===== config.mk =====
export PLATFORM = sky130hd
export DESIGN_NAME = sdram_request_arbiter
export DESIGN_NICKNAME = d
export VERILOG_FILES = /design/src/rtl/sdram_request_arbiter.sv
export SDC_FILE = /design/constraint.sdc
export NUM_CORES = 1
export LEC_CHECK = 0
export BUFFER_PORTS_ARGS = -buffer_cell sky130_fd_sc_hd__buf_2
export CAP_MARGIN = 0
export CORE_MARGIN = 2
export CORE_UTILIZATION = 50
export CTS_CLUSTER_DIAMETER = 150
export DETAILED_ROUTE_END_ITERATION = 8
export PLACE_DENSITY = 0.85
export SLEW_MARGIN = 20
export SYNTH_ARGS = -nofsm -noshare
export SYNTH_HDL_FRONTEND = slang
export SYNTH_SLANG_ARGS = --single-unit
export TNS_END_PERCENT = 10

===== constraint.sdc =====
create_clock -name clk -period 4.3 [get_ports clk]
set_clock_uncertainty 0.05 [all_clocks]
set_input_delay 0.645 -clock clk [delete_from_list [all_inputs] [get_ports clk]]
set_output_delay 0.645 -clock clk [all_outputs]
set_load 0.1 [all_outputs]

===== src/rtl/sdram_request_arbiter.sv =====
// Two client ports plus a periodic auto-refresh timer arbitrated onto one SDRAM controller command port.
// Define SDRAM_ARB_FIXED_PRIORITY_EN for fixed port-0 priority; otherwise ports are served round-robin.
module sdram_request_arbiter #(
  parameter int CLOCK_SPEED_MHZ     = 0,
  parameter int REFRESH_INTERVAL_NS = 7800,
  parameter int MAX_OUTSTANDING     = 4,
  parameter int ADDR_WIDTH          = 25
) (
  input  logic                  clk,
  input  logic                  reset,
  input  logic                  ctrl_init_done,
  input  logic                  p0_valid,
  output logic                  p0_ready,
  input  logic [ADDR_WIDTH-1:0] p0_addr,
  input  logic                  p0_wr,
  input  logic [15:0]           p0_wdata,
  input  logic [1:0]            p0_wmask,
  output logic                  p0_rdata_valid,
  input  logic                  p1_valid,
  output logic                  p1_ready,
  input  logic [ADDR_WIDTH-1:0] p1_addr,
  input  logic                  p1_wr,
  input  logic [15:0]           p1_wdata,
  input  logic [1:0]            p1_wmask,
  output logic                  p1_rdata_valid,
  output logic [15:0]           rdata,
  output logic                  ctrl_cmd_valid,
  input  logic                  ctrl_cmd_ready,
  output logic [ADDR_WIDTH-1:0] ctrl_addr,
  output logic                  ctrl_wr,
  output logic [15:0]           ctrl_wdata,
  output logic [1:0]            ctrl_wmask,
  input  logic [15:0]           ctrl_rdata,
  input  logic                  ctrl_rdata_valid,
  output logic                  ctrl_refresh_req,
  input  logic                  ctrl_refresh_ack,
  output logic                  refresh_overrun
);

  localparam int REFRESH_CYCLES = (REFRESH_INTERVAL_NS * CLOCK_SPEED_MHZ) / 1000;
  localparam int CNT_W          = (REFRESH_CYCLES > 1) ? $clog2(REFRESH_CYCLES + 1) : 1;
  localparam int PTR_W          = (MAX_OUTSTANDING > 1) ? $clog2(MAX_OUTSTANDING) : 1;
  localparam logic [CNT_W-1:0] RELOAD      = CNT_W'(REFRESH_CYCLES);
  localparam logic [PTR_W:0]   FIFO_DEPTH  = (PTR_W + 1)'(MAX_OUTSTANDING);
  localparam logic [3:0]       PENDING_MAX = 4'd8;

  typedef enum logic [1:0] {
    ST_IDLE    = 2'd0,
    ST_CMD     = 2'd1,
    ST_REFRESH = 2'd2
  } state_t;

  state_t                  state_r, state_s;
  logic                    cmd_valid_r, refresh_req_r, overrun_r;
  logic [CNT_W-1:0]        refresh_cnt_r;
  logic [3:0]              pending_r;
  logic [ADDR_WIDTH-1:0]   addr_r;
  logic                    wr_r, cmd_port_r;
  logic [15:0]             wdata_r, rdata_r;
  logic [1:0]              wmask_r;
  logic                    rv0_r, rv1_r;
  logic                    tag_mem_r [MAX_OUTSTANDING];
  logic [PTR_W-1:0]        wr_ptr_r, rd_ptr_r;
  logic [PTR_W:0]          fifo_cnt_r;
  logic                    fifo_full_s, push_s, pop_s, tag_head_s;
  logic                    elig0_s, elig1_s, grant_port_s, grant_s, can_issue_s;
  logic                    expire_s, refresh_done_s;

  // Expiry fires on the last count of an interval so the period is exactly REFRESH_CYCLES.
  assign expire_s       = ctrl_init_done & (refresh_cnt_r <= CNT_W'(1));
  assign refresh_done_s = (state_r == ST_REFRESH) & ctrl_refresh_ack;

  assign fifo_full_s = (fifo_cnt_r == FIFO_DEPTH);
  assign push_s      = (state_r == ST_CMD) & ctrl_cmd_ready & ~wr_r;
  assign pop_s       = ctrl_rdata_valid & (fifo_cnt_r != '0);
  assign tag_head_s  = tag_mem_r[rd_ptr_r];

  assign elig0_s     = p0_valid & (p0_wr | ~fifo_full_s);
  assign elig1_s     = p1_valid & (p1_wr | ~fifo_full_s);
  assign can_issue_s = (state_r == ST_IDLE) & ctrl_init_done & (pending_r == 4'd0) & ~reset;
  assign grant_s     = can_issue_s & (elig0_s | elig1_s);
  assign p0_ready    = grant_s & ~grant_port_s;
  assign p1_ready    = grant_s & grant_port_s;

  assign ctrl_cmd_valid   = cmd_valid_r;
  assign ctrl_refresh_req = refresh_req_r;
  assign refresh_overrun  = overrun_r;
  assign ctrl_addr        = addr_r;
  assign ctrl_wr          = wr_r;
  assign ctrl_wdata       = wdata_r;
  assign ctrl_wmask       = wmask_r;
  assign rdata            = rdata_r;
  assign p0_rdata_valid   = rv0_r;
  assign p1_rdata_valid   = rv1_r;

`ifdef SDRAM_ARB_FIXED_PRIORITY_EN
  // Port selection: port 0 always wins when eligible.
  always_comb begin
    grant_port_s = 1'b0;
    if (elig0_s) begin
      grant_port_s = 1'b0;
    end else begin
      grant_port_s = 1'b1;
    end
  end
`else
  logic last_grant_r;

  // Port selection: on contention serve the port that was not granted last.
  always_comb begin
    grant_port_s = 1'b0;
    if (elig0_s && elig1_s) begin
      grant_port_s = ~last_grant_r;
    end else if (elig1_s) begin
      grant_port_s = 1'b1;
    end else begin
      grant_port_s = 1'b0;
    end
  end

  // Round-robin history, starting so that port 0 wins the first contention.
  always_ff @(posedge clk) begin
    if (reset) begin
      last_grant_r <= 1'b1;
    end else if (grant_s) begin
      last_grant_r <= grant_port_s;
    end
  end
`endif

  // Next-state logic; refresh takes priority over client traffic in IDLE.
  always_comb begin
    state_s = state_r;
    case (state_r)
      ST_IDLE: begin
        if (ctrl_init_done && (pending_r != 4'd0)) begin
          state_s = ST_REFRESH;
        end else if (grant_s) begin
          state_s = ST_CMD;
        end else begin
          state_s = ST_IDLE;
        end
      end
      ST_CMD: begin
        if (ctrl_cmd_ready) begin
          state_s = ST_IDLE;
        end else begin
          state_s = ST_CMD;
        end
      end
      ST_REFRESH: begin
        if (ctrl_refresh_ack) begin
          state_s = ST_IDLE;
        end else begin
          state_s = ST_REFRESH;
        end
      end
      default: state_s = ST_IDLE;
    endcase
  end

  // State register with registered handshake outputs decoded from the next state.
  always_ff @(posedge clk) begin
    if (reset) begin
      state_r       <= ST_IDLE;
      cmd_valid_r   <= 1'b0;
      refresh_req_r <= 1'b0;
    end else begin
      state_r       <= state_s;
      cmd_valid_r   <= (state_s == ST_CMD);
      refresh_req_r <= (state_s == ST_REFRESH);
    end
  end

  // Command fields captured from the winning port at grant and held through the handshake.
  always_ff @(posedge clk) begin
    if (reset) begin
      addr_r     <= '0;
      wr_r       <= 1'b0;
      wdata_r    <= 16'h0000;
      wmask_r    <= 2'b00;
      cmd_port_r <= 1'b0;
    end else if (grant_s) begin
      addr_r     <= grant_port_s ? p1_addr  : p0_addr;
      wr_r       <= grant_port_s ? p1_wr    : p0_wr;
      wdata_r    <= grant_port_s ? p1_wdata : p0_wdata;
      wmask_r    <= grant_port_s ? p1_wmask : p0_wmask;
      cmd_port_r <= grant_port_s;
    end
  end

  // Refresh interval timer and saturating pending-refresh counter.
  always_ff @(posedge clk) begin
    if (reset) begin
      refresh_cnt_r <= RELOAD;
      pending_r     <= 4'd0;
      overrun_r     <= 1'b0;
    end else begin
      if (ctrl_init_done) begin
        refresh_cnt_r <= expire_s ? RELOAD : (refresh_cnt_r - CNT_W'(1));
      end
      if (expire_s && !refresh_done_s) begin
        if (pending_r == PENDING_MAX) begin
          overrun_r <= 1'b1;
        end else begin
          pending_r <= pending_r + 4'd1;
        end
      end else if (refresh_done_s && !expire_s) begin
        pending_r <= pending_r - 4'd1;
      end
    end
  end

  // Read-tag FIFO pointers and occupancy; a reset flushes all tags.
  always_ff @(posedge clk) begin
    if (reset) begin
      wr_ptr_r   <= '0;
      rd_ptr_r   <= '0;
      fifo_cnt_r <= '0;
    end else begin
      if (push_s) begin
        wr_ptr_r <= wr_ptr_r + PTR_W'(1);
      end
      if (pop_s) begin
        rd_ptr_r <= rd_ptr_r + PTR_W'(1);
      end
      if (push_s && !pop_s) begin
        fifo_cnt_r <= fifo_cnt_r + (PTR_W + 1)'(1);
      end else if (pop_s && !push_s) begin
        fifo_cnt_r <= fifo_cnt_r - (PTR_W + 1)'(1);
      end
    end
  end

  // Tag storage: the port id of each read accepted by the controller.
  always_ff @(posedge clk) begin
    if (push_s) begin
      tag_mem_r[wr_ptr_r] <= cmd_port_r;
    end
  end

  // Read return: data and per-port strobe registered one cycle after the controller strobe.
  always_ff @(posedge clk) begin
    if (reset) begin
      rdata_r <= 16'h0000;
      rv0_r   <= 1'b0;
      rv1_r   <= 1'b0;
    end else begin
      rv0_r <= pop_s & ~tag_head_s;
      rv1_r <= pop_s & tag_head_s;
      if (pop_s) begin
        rdata_r <= ctrl_rdata;
      end
    end
  end

endmodule


==> Word-level counts from Yosys, hierarchy flattened <==
Memories as Yosys holds them, arrays and structs flattened. A register that Yosys moved wholly into a read port is not among the register bits.
Cells that the tools add are included.
{ "word_totals": {"reg_bits": 81, "ram_bits": 4, "input_bits": 112, "output_inout_bits": 67, "wordCells": 97, "mem_count": 1} }
{ "classes": {"n_addsub": 7, "n_lt_le_gt_ge": 1, "n_eq_ne": 7, "n_mux": 21, "bitwise_logic": 24, "n_reduce_logical": 18} }
{ "memory_table": {"columns": ["name", "words", "width", "read_ports", "rd_ports_with_merged_regs", "wr", "line_no", "rtl"], "rows": [
  ["tag_mem_r", 4, 1, 1, 1, 1, "62", "logic tag_mem_r [MAX_OUTSTANDING];"]
]} }
{ "op_table": {"columns": ["op", "n"], "rows": [
  ["$mux W25", 1],
  ["$mux W16", 1],
  ["$and A1 B1 Y1", 15],
  ["$mux W4", 3],
  ["$mux W2", 5],
  ["$mux W1", 8],
  ["$logic_and A1 B1 Y1", 6],
  ["$mux W3", 2],
  ["$not A1 Y1", 6],
  ["$pmux W2 S3", 1],
  ["$add A2 B1 Y2 const B", 2],
  ["$add A4 B1 Y4 const B", 1],
  ["$eq A2 B1 Y1 const B", 2],
  ["$eq A2 B2 Y1 const B", 2],
  ["$eq A4 B4 Y1 const B", 1],
  ["$logic_not A1 Y1", 4],
  ["$logic_not A4 Y1", 1],
  ["$reduce_and A2 Y1", 2],
  ["$reduce_bool A2 Y1", 2],
  ["$reduce_bool A4 Y1", 1],
  ["$sub A4 B1 Y4 const B", 1],
  ["$add A3 B1 Y3 const B", 1],
  ["$eq A3 B3 Y1 const B", 1],
  ["$or A1 B1 Y1", 3],
  ["6 further kinds", 6]
]} }

==> Logic depth before layout (Yosys ltp) <==
Gate-level depths: netlist of run 1.
{ "depth": {"word_depth": 10, "mapped_depth": 10, "ltp_nobuf": 8} }

==> Worst setup path before layout of run 1 <==
OpenSTA, ideal clock, no wires.
{ "synth_path": {"path_type": "input port to output port", "startpoint": "in p1_wr", "endpoint": "out p0_ready", "arrival_time_ns": 2.920, "required_ns": 3.605, "setup_slack_ns": 0.685, "stages": 5, "n_path_buf": 2, "cell_sequence": "or4b_4 o311a_1 buf_2 buf_1 nor2_1"} }
{ "synth_between": {"elab_chain_cells": 6, "word_cells_on_any_way": 9, "cone_classes": "mux (2); bitwise (6); reduce/logical (1)"} }
{ "synth_rtl": {"columns": ["item", "line_no", "rtl"], "rows": [
  ["start, declared", "22", "input logic p1_wr,"],
  ["$or A1 B1 Y1 (*)", "79", "assign elig1_s = p1_valid & (p1_wr | ~fifo_full_s);"],
  ["$and A1 B1 Y1 (*)", "79", null],
  ["$mux W1 / $logic_and A1 B1 Y1 (equally long branches)", "114, 112", null],
  ["$mux W1", "112", "if (elig0_s && elig1_s) begin"],
  ["$not A1 Y1", "82", "assign p0_ready = grant_s & ~grant_port_s;"],
  ["$and A1 B1 Y1 (*)", "82", null],
  ["end, declared", "13", "output logic p0_ready,"]
]} }
Mark *: on every way between the ends. The rest lies on a longest branch, timed or not.

==> Worst setup path after layout of run 1 <==
{ "layout_path": {"startpoint": "reg pending_r[0]", "endpoint": "out p0_ready"} }
{ "layout_between": {"elab_chain_cells": 5} }
{ "layout_rtl": {"columns": ["item", "line_no", "rtl"], "rows": [
  ["start, declared", "56", "logic [3:0] pending_r;"],
  ["start signal, assigned", "206", "pending_r <= pending_r + 4'd1;"],
  ["start signal, assigned", "209", "pending_r <= pending_r - 4'd1;"],
  ["$logic_not A4 Y1", "80", "assign can_issue_s = (state_r == ST_IDLE) & ctrl_init_done & (pending_r == 4'd0) & ~reset;"],
  ["$and A1 B1 Y1 (2 in a row)", "80", null],
  ["$and A1 B1 Y1", "81", "assign grant_s = can_issue_s & (elig0_s | elig1_s);"],
  ["$and A1 B1 Y1", "82", null]
]} }
No other way between the ends.

==> impl_metrics.tcl, run 1 <==
set metrics [dict create \
    outcome "completed" \
    worstSetupPathType "reg2out" \
    slew_viol_final 0 \
    hp-start "rdata[0]" \
    r2r-start "fifo_cnt_r[0]" \
    place_area_mm2 0.00471 \
    syn_nets 564 \
    yosysSeqAreaShare_pct 45.9 \
    p_total_mw 2.72 \
    fmax_mhz 340 \
    num-nets-final 720 \
    fin_area_mm2 0.00496 \
    rows 31 \
    drtAntennaViolNets 0 \
    via_per_inst 5.68 \
    via_count 4005 \
    insertion_delay_ps 350 \
    crit_family "simple AND/OR/NAND/NOR gates" \
    utilization_pct 67.7 \
    cp_max_fo 8 \
    yosysTopAreaCellShare_pct 42.7 \
    cp_slowest_stage_delay_ps 680 \
    gp_congestion 0.841 \
    synth_area_leader_cell "dfxtp_1" \
    cts_setup_buffers 0 \
    grt_pass1_wl_mm 17.8 \
    wire_per_inst_um 15.3 \
    hold_class "reg2reg" \
    cts_made_buffers 9 \
    fin_crit_sh_pct 68.5 \
    hold_end "rdata[0]" \
    htreeDepth 3 \
    synth_edf_count 4 \
    worst_pin_slew_ps 862 \
    start_util_pct 52.4 \
    ys_warn_count 0 \
    dieArea_mm2 0.00840 \
    clockRootBuffer "clkbuf_8" \
    die_w_um 91.7 \
    syn_area_mm2 0.00384 \
    grt_pass1_vias 3866 \
    clkPwrFrac_pct 25.2 \
    clk_pin_slew_worst_paths_ps 90 \
    io_pins 179 \
    drive_above_1_share_pct 35.6 \
    clk_path_buf_depth 2 \
    p_seq_share_pct 35.7 \
    fp.coreArea_mm2 0.00733 \
    fp.dieH_um 91.7 \
    hold_buffers 0 \
    dr.pass1.iters 4 \
    drcViolationCount 0 \
    antenna_found_initial 2 \
    swShare_pct 44.4 \
    slew_headroom_pct 42.5 \
    final_common_cell "buf_2" \
    setup_violations 0 \
    r2r_end "fifo_cnt_r[2]" \
    cp-end-kind "output pin" \
    grt_start_max_net_pins 83 \
    power.share.combinational_pct 39.1 \
    maxCapViolCount 0 \
    intPower_mw 1.51 \
    reg2reg_depth 8 \
    finalHoldViolCount 0 \
    worstPathArrival_ps 2250 \
    fillCellCount 612 \
    required_ps 3610 \
    leakage_nw 2.11 \
    cts_resized 0 \
    cts_tree "yes" \
    synth_async_sr_flop_share_pct 0 \
    routed_wl_mm 10.8 \
    hpwl_mm 7.33 \
    rsz0062_at_grt "no" \
    path_buf_inv 1 \
    synth.distinct_cells 49 \
    tns_ps 0 \
    hold_depth 2 \
    ir_worst_vdd_uv 385 \
    dr.first_iter.drc_count 242 \
    fin_crit_ps 2940 \
    start_kind "register" \
    ys_seq_elements 86 \
    grt_use_total_pct 26.0 \
    overflow 0 \
    switchingPower_mw 1.21 \
    avgSynthCellArea_um2 8.67 \
    portBuffers 178 \
    synthTopCellsByArea "dfxtp_1 (43%), nand3_1 (11%), a31oi_1 (7.3%)" \
    synth_top_flop_cell "dfxtp_1" \
    slowest_stage "or4_1" \
    final_cell_mix "buf_2 (176), nand3_1 (88), dfxtp_1 (82), o21ai_0 (47), a31oi_1 (45)" \
    synthCells 443 \
    path_cells "or4_1, nor2_4, nand2b_1, nor2_1, buf_12" \
    area_growth_pct 29.1 \
    power_density_mw_per_mm2 547 \
    r2r_slack_ps 1360 \
    cts.sinks 86 \
]
==> state kept, by name (all words and copies together), names as in the netlist, 2 cells and up, named ones only <==
| register | count |
|---|---|
| ctrl_addr | 25 |
| state_r | 2 |
| fifo_cnt_r | 3 |
| ctrl_wdata | 16 |
| rd_ptr_r | 2 |
| pending_r | 4 |
| ctrl_wmask | 2 |
| rdata | 16 |
| tag_mem_r | 4 |
| wr_ptr_r | 2 |
==> tightest hold or removal path: stages, from the launching register on <==
cell and delay (ps):
dfxtp_1 320, nand2_1 50, a21oi_1 50
==> power by group through the flow <==
stage	Sequential [mW]	Combinational [mW]	Clock (mW)
floorplan	1.46	0.383	0
global placement	0.982	1.04	0
detailed placement	0.988	1.06	0
CTS	0.970	1.06	0.692
global route	0.986	1.12	0.729
finish	0.970	1.06	0.684
==> stage by stage <==
stage               worst slack, ps  instances  hold WS, ps
floorplan                       685        443          386
global placement               1160        687          393
detailed placement             1070        687          396
CTS                            1300        703          409
global route                   1020        705          436
finish                         1360        705          407
==> Yosys cell counts (2+ instances only) <==
| master | number |
|---|---|
| nand3_1 | 88 |
| dfxtp_1 | 82 |
| o21ai_0 | 47 |
| a31oi_1 | 45 |
| nand2_1 | 35 |
| a21oi_1 | 24 |
| clkbuf_1 | 18 |
| nor2_1 | 14 |
| buf_2 | 7 |
| ha_1 | 7 |
| nor3_1 | 7 |
| and2_1 | 5 |
| buf_6 | 5 |
| inv_1 | 5 |
| edfxtp_1 | 4 |
| xor2_1 | 4 |
| clkbuf_4 | 3 |
| nand3b_1 | 3 |
| clkbuf_2 | 2 |
| dlygate4sd3_1 | 2 |
| dlymetal6s2s_1 | 2 |
| fa_1 | 2 |
| mux2_2 | 2 |
| mux2i_1 | 2 |
| nor4b_1 | 2 |
| or4b_4 | 2 |
| xnor2_1 | 2 |
==> area by class of cell <==
type                    count  area [um2]  area share [%]
multi-input cells         310        1820            36.7
well taps                  99         124            2.50
clock inverters             6        97.6            1.97
diodes                      2        5.00           0.101
repair buffers            186         981            19.8
flip-flops and latches     86        1760            35.5
clock buffers              10         149            3.00
inverters                   6        22.5           0.454
==> how the worst max path moves through the flow <==
stage	from	to	cells past startpoint
finish	pending_r[0]	p0_ready	5
CTS	fifo_cnt_r[0]	fifo_cnt_r[2]	8
global placement	ctrl_rdata_valid	fifo_cnt_r[2]	9
global route	fifo_cnt_r[0]	fifo_cnt_r[1]	7
floorplan	p1_wr	p0_ready	5
detailed placement	ctrl_rdata_valid	fifo_cnt_r[1]	8
==> cell families after synthesis <==
| group | Yosys count | synth area share (%) |
|---|---|---|
| AND/OR/NAND/NOR | 167 | 22.0 |
| AO/OA/AOI/OAI | 123 | 18.6 |
| flip-flops | 86 | 45.9 |
| buffers and inverters | 47 | 7.20 |
| adder cells (fa/ha/maj) | 9 | 3.32 |
| XOR/XNOR | 6 | 1.37 |
| multiplexers | 5 | 1.69 |
==> routing by layer <==
layer / global-route usage [%] / share of wire [%] / vias to the layer above / wire length [um]
met5: 0 / 0 / - / 0
met4: 12.0 / 3.5 / 0 / 376
met3: 6.08 / 7.6 / 36 / 825
met2: 43.2 / 49 / 192 / 5280
met1: 31.8 / 40 / 1864 / 4340
li1: - / - / 1913 / -
Note: power is estimated with default switching activity, not from simulation.
==> run 2, diff against run 1 <==
--- a/config.mk
+++ b/config.mk
@@ -8,10 +8,10 @@
 export BUFFER_PORTS_ARGS = -buffer_cell sky130_fd_sc_hd__buf_2
 export CAP_MARGIN = 0
 export CORE_MARGIN = 2
-export CORE_UTILIZATION = 50
+export CORE_UTILIZATION = 42
 export CTS_CLUSTER_DIAMETER = 150
 export DETAILED_ROUTE_END_ITERATION = 8
-export PLACE_DENSITY = 0.85
+export PLACE_DENSITY = 0.76
 export SLEW_MARGIN = 20
 export SYNTH_ARGS = -nofsm -noshare
 export SYNTH_HDL_FRONTEND = slang
==> constraint.sdc (replaced) <==
create_clock -name clk -period 2.4 [get_ports clk]
set_clock_uncertainty 0.05 [all_clocks]
set_input_delay 0.36 -clock clk [delete_from_list [all_inputs] [get_ports clk]]
set_output_delay 0.36 -clock clk [all_outputs]
set_load 0.1 [all_outputs]
==> run 2 against run 1 <==
Net effect:
- flip-flop and latch count did not move
- global-route usage decreased by 3.8 points
- clock power up 40%
- via count grew 0.20%
- largest cell class unchanged
==> impl_metrics.tcl, run 2 (synthesized netlist as in run 1, its figures left out) <==
set metrics [dict create \
    fp.coreArea_mm2 0.00881 \
    ir_worst_vdd_uv 632 \
    fin_area_mm2 0.00503 \
    place_inst 701 \
    utilization_pct 57.1 \
    fin_crit_sh_pct 98.4 \
    dieArea_mm2 0.00993 \
    cp-endpoint "p0_ready" \
    r2r-start "state_r[0]" \
    area_growth_pct 30.9 \
    grt_pass1_vias 3846 \
    num-nets-final 728 \
    fp.dieH_um 99.6 \
    die_w_um 99.6 \
    grt_pass1_wl_mm 18.0 \
    outcome "completed" \
    wl_met1_mm 4.65 \
    whs_ps 200 \
    maxCapViolCount 0 \
    seq_area_mm2 0.00176 \
    fmax_mhz 423 \
    hpwl_mm 7.61 \
    fillCellCount 820 \
    dr.pass1.iters 4 \
    rows 34 \
    routed_wl_mm 11.2 \
    layoutNonFillerInstCount 720 \
    cts_made_buffers 9 \
    start_kind "register" \
    place_area_mm2 0.00479 \
    slew_headroom_pct 42.0 \
    met3WireLength_um 846 \
    io_pins 179 \
    dr.first_iter.drc_count 227 \
    multi_input_area_mm2 0.00186 \
    clockRootBuffer "clkbuf_8" \
    drtAntennaViolNets 0 \
    rsz0062_at_grt "yes" \
    worst_pin_slew_ps 870 \
    clk_pin_slew_worst_paths_ps 90 \
    setup_violations 0 \
    clk_path_buf_depth 2 \
    via_per_inst 5.57 \
    portBuffers 178 \
    required_ps 1990 \
    cp-end-kind "output pin" \
    worstSetupPathType "reg2out" \
    antenna_found_initial 0 \
    cts_tree "yes" \
    wl_met2_mm 5.60 \
    r2r_end "fifo_cnt_r[2]" \
    finalHoldViolCount 0 \
    slew_viol_final 0 \
    cts.sinks 86 \
    p_total_mw 4.69 \
    n_antenna_cell 0 \
    highest_layer "met4" \
    worstPathArrival_ps 1950 \
    gp_congestion 0.825 \
    leakage_nw 2.13 \
    insertion_delay_ps 350 \
    hold_class "in2reg" \
    grt_start_max_net_pins 83 \
    wire_per_inst_um 15.6 \
    htreeDepth 3 \
    via_count 4013 \
    final_cell_mix "buf_2 (176), nand3_1 (88), dfxtp_1 (82), o21ai_0 (47), a31oi_1 (45)" \
    power_density_mw_per_mm2 933 \
    fin_crit_ps 2360 \
    largest_reg_flops 25 \
    final_common_cell "buf_2" \
    grt_use_total_pct 22.1 \
    drive_above_1_share_pct 37.3 \
    overflow 0 \
    cp_max_fo 6 \
    reg2reg_depth 7 \
    start_util_pct 43.6 \
    crit_start "pending_r[0]" \
    r2r_slack_ps 190 \
    drcViolationCount 0 \
]
## run 2: cell count changes in the layout (fill, tap and decap cells not counted), sizes merged
cell	before	now
buf	186	194
bufinv	2	0
clkbuf	10	12
diode	2	0
clkinvlp	0	1
inv	8	7
## run 2: final cells by class
class,instances,area share (%)
inverters,6,0.448
repair buffers,194,21.2
well taps,108,2.69
clock inverters,4,0.572
multi-input cells,310,37.0
clock buffers,12,3.09
flip-flops and latches,86,35.0
## run 2: metal layers
layer  GRT usage, %  up-vias
li1               -     1929
met1           26.9     1888
met2           38.5      177
met3           5.06       19
met4           7.90        0
met5              0        -
## run 2: worst max-delay path, cell delays in order (launching register included)
cell and delay, ps:
dfxtp_1 380, or4_4 610, nor2_4 200, nand2b_4 100, nor2_4 130, buf_12 180
## run 2: timing repair
| action | in CTS | in global routing |
|---|---|---|
| hold buffers | 0 | 0 |
| buffers inserted | 0 | 3 |
| resized for setup | 3 | 2 |
| setup endpoints to repair | 2 | 3 |
| pin swaps | 0 | 2 |
## run 2: power by group
group          leakage, nW  switching [mW]  internal [mW]
clock               0.0935           0.522          0.437
sequential           0.705           0.117           1.62
combinational         1.33            1.51          0.481
## run 2: worst min-delay path by stage
stage / startpoint / end / slack, ps / cells after the start
4_1_cts: ctrl_rdata[13] / rdata[13] / 170 / 3
6_report: ctrl_rdata[13] / rdata[13] / 200 / 3
3_3_place_gp: rdata[14] / rdata[14] / 390 / 2
2_1_floorplan: last_grant_r / last_grant_r / 390 / 1
3_5_place_dp: rdata[10] / rdata[10] / 400 / 2
5_1_grt: ctrl_rdata[13] / rdata[13] / 170 / 3
## run 2: per-stage QoR
| step | setup slack (ps) | setup TNS, ps |
|---|---|---|
| 2_1_floorplan | -182 | -252 |
| 3_3_place_gp | 256 | 0 |
| 3_5_place_dp | 167 | 0 |
| 4_1_cts | -27.9 | -27.9 |
| 5_1_grt | -31.5 | -31.5 |
| 6_report | 38.1 | 0 |
==> run 3, diff against run 2 <==
--- a/config.mk
+++ b/config.mk
@@ -12,6 +12,7 @@
 export CTS_CLUSTER_DIAMETER = 150
 export DETAILED_ROUTE_END_ITERATION = 8
 export PLACE_DENSITY = 0.76
+export SETUP_SLACK_MARGIN = 0.5
 export SLEW_MARGIN = 20
 export SYNTH_ARGS = -nofsm -noshare
 export SYNTH_HDL_FRONTEND = slang
==> constraint.sdc (replaced) <==
create_clock -name clk -period 1.9 [get_ports clk]
set_clock_uncertainty 0.05 [all_clocks]
set_input_delay 0.285 -clock clk [delete_from_list [all_inputs] [get_ports clk]]
set_output_delay 0.285 -clock clk [all_outputs]
set_load 0.005 [all_outputs]
==> run 3 against run 2 <==
Net effect:
- the run now ends with setup timing left
- critical path type unchanged
- sequential share of layout area fell by 2.6 points
- largest cell class unchanged
- global-route usage grew 0.14 points
- design area grew 8.7%
- die area unchanged
- total power is 12% higher
- via count up 4.3%
- clock power rose by 33%
==> impl_metrics.tcl, run 3 (synthesized netlist as in run 1, its figures left out) <==
set metrics [dict create \
    n_antenna_cell 0 \
    r2r-start "fifo_cnt_r[1]" \
    switchingPower_mw 1.74 \
    layoutNonFillerInstCount 751 \
    dr.first_iter.drc_count 227 \
    path_cells "or4b_4, buf_6, a2bb2oi_2, nand2b_4, nor2_2, buf_2" \
    hold_end "rdata[7]" \
    fp.coreArea_mm2 0.00881 \
    required_ps 1560 \
    portBuffers 178 \
    fin_crit_ps 2150 \
    final_cell_mix "buf_2 (177), nand3_1 (85), dfxtp_1 (75), o21ai_0 (45), a31oi_1 (45)" \
    rows 34 \
    finalHoldViolCount 0 \
    drive_above_1_share_pct 44.0 \
    fin_ws_ps -246 \
    overflow 0 \
    place_area_mm2 0.00500 \
    htreeDepth 3 \
    worst_pin_slew_ps 989 \
    cp-end-kind "output pin" \
    cts_made_buffers 9 \
    hold_class "in2reg" \
    hold_depth 3 \
    swShare_pct 33.0 \
    drcViolationCount 0 \
    dr.pass1.iters 5 \
    cp_max_fo 3 \
    drtAntennaViolNets 0 \
    rsz0062_at_grt "yes" \
    grt_use_total_pct 22.3 \
    final_common_cell "buf_2" \
    pre_cts_slack_ps -153 \
    num-nets-final 759 \
    slew_viol_final 0 \
    setup_violations 49 \
    violations "setup timing" \
    grt_pass1_wl_mm 18.0 \
    cts_tree "yes" \
    fin_crit_sh_pct 113 \
    via_per_inst 5.58 \
    intPower_mw 3.53 \
    antenna_found_initial 0 \
    fin_area_mm2 0.00547 \
    hp-start "ctrl_rdata[7]" \
    slew_headroom_pct 33.9 \
    grt_pass1_vias 3988 \
    clkPwrFrac_pct 24.3 \
    wire_per_inst_um 15.9 \
    via_count 4187 \
    outcome "finished with violations" \
    slowest_stage "or4b_4" \
    dieArea_mm2 0.00993 \
    gp_congestion 0.884 \
    insertion_delay_ps 350 \
    hpwl_mm 8.04 \
    path_buf_inv 2 \
    maxCapViolCount 0 \
    clk_path_buf_depth 2 \
    hold_buffers 0 \
    crit_family "simple AND/OR/NAND/NOR gates" \
    p_total_mw 5.27 \
    routed_wl_mm 11.9 \
    fp.dieH_um 99.6 \
    grt_start_max_net_pins 83 \
    p_seq_share_pct 41.6 \
    place_inst 722 \
    largest_reg_flops 25 \
    r2r_end "ctrl_addr[6]" \
    area_growth_pct 42.3 \
    power.share.combinational_pct 34.0 \
    fmax_mhz 466 \
    power_density_mw_per_mm2 965 \
    die_w_um 99.6 \
    worstPathArrival_ps 1810 \
    cp_slowest_stage_delay_ps 540 \
    start_kind "register" \
    ir_worst_vdd_uv 477 \
    leakage_nw 2.34 \
    io_pins 179 \
    r2r_slack_ps -250 \
    worstSetupPathType "reg2out" \
    clk_pin_slew_worst_paths_ps 90 \
    reg2reg_depth 7 \
    start_util_pct 43.6 \
    clockRootBuffer "clkbuf_8" \
    cts.sinks 86 \
]
[run 3: cell types whose count changed in the layout (fill, tap and decap cells not counted), sizes merged]
cell	delta
buf	+28
clkinv	+2
bufinv	+1
[run 3: worst max-delay path by stage]
stage / start / to / slack [ps] / depth (start not counted)
after global routing: fifo_cnt_r[1] / p0_ready / -320 / 6
after global placement: reset / ctrl_wdata[10] / -90 / 6
after floorplan: fifo_cnt_r[1] / fifo_cnt_r[2] / -200 / 10
after CTS: fifo_cnt_r[1] / p0_ready / -270 / 6
final: fifo_cnt_r[1] / p0_ready / -250 / 6
after detailed placement: reset / ctrl_addr[3] / -150 / 6
[run 3: what timing repair did]
item | 4_1_cts | 5_1_grt
hold endpoints to repair | 0 | 0
cloned | 0 | 3
setup endpoints to repair | 66 | 85
setup buffers | 5 | 5
pin swaps | 24 | 34
resized for setup | 12 | 17
[run 3: metrics by stage]
| stage | hold slack (ps) | setup TNS [ps] | util, % |
|---|---|---|---|
| detailed placement | 396 | -4760 | 56.7 |
| global placement | 389 | -3380 | 56.7 |
| finish | 114 | -9250 | 62.1 |
| CTS | 102 | -6480 | 59.9 |
| global route | 106 | -13350 | 62.1 |
| floorplan | 371 | -204 | - |
[run 3: area by class of cell]
type	count	area [um2]
timing repair buffer	225	1370
clock inverter	7	71.3
multi-input combinational	310	1960
clock buffer	9	124
fill	764	3340
tap	108	135
inverter	6	35.0
sequential	86	1770
[run 3: power by group through the flow]
| stage | Sequential (mW) | Clock (mW) | Combinational, mW |
|---|---|---|---|
| after floorplan | 2.24 | 0 | 0.971 |
| after global placement | 2.21 | 0 | 1.49 |
| after detailed placement | 2.22 | 0 | 1.54 |
| after CTS | 2.18 | 1.31 | 1.65 |
| after global routing | 2.23 | 1.38 | 1.96 |
| final | 2.20 | 1.28 | 1.80 |
[run 3: metal layers]
layer  up-vias  routed length (um)  track usage [%]
met3        33                 835             4.71
met4         0                 370             11.1
met5         -                   0                0
li1       1991                   -                -
met2       188                6040             38.4
met1      1975                4670             26.3
[run 3: tightest hold or removal path: cells and delay by family]
kind                   cells  cell delay (ps)
AOI/OAI and AO/OA          1               50
and+or+nand+nor            1               40
buffers and inverters      1               90
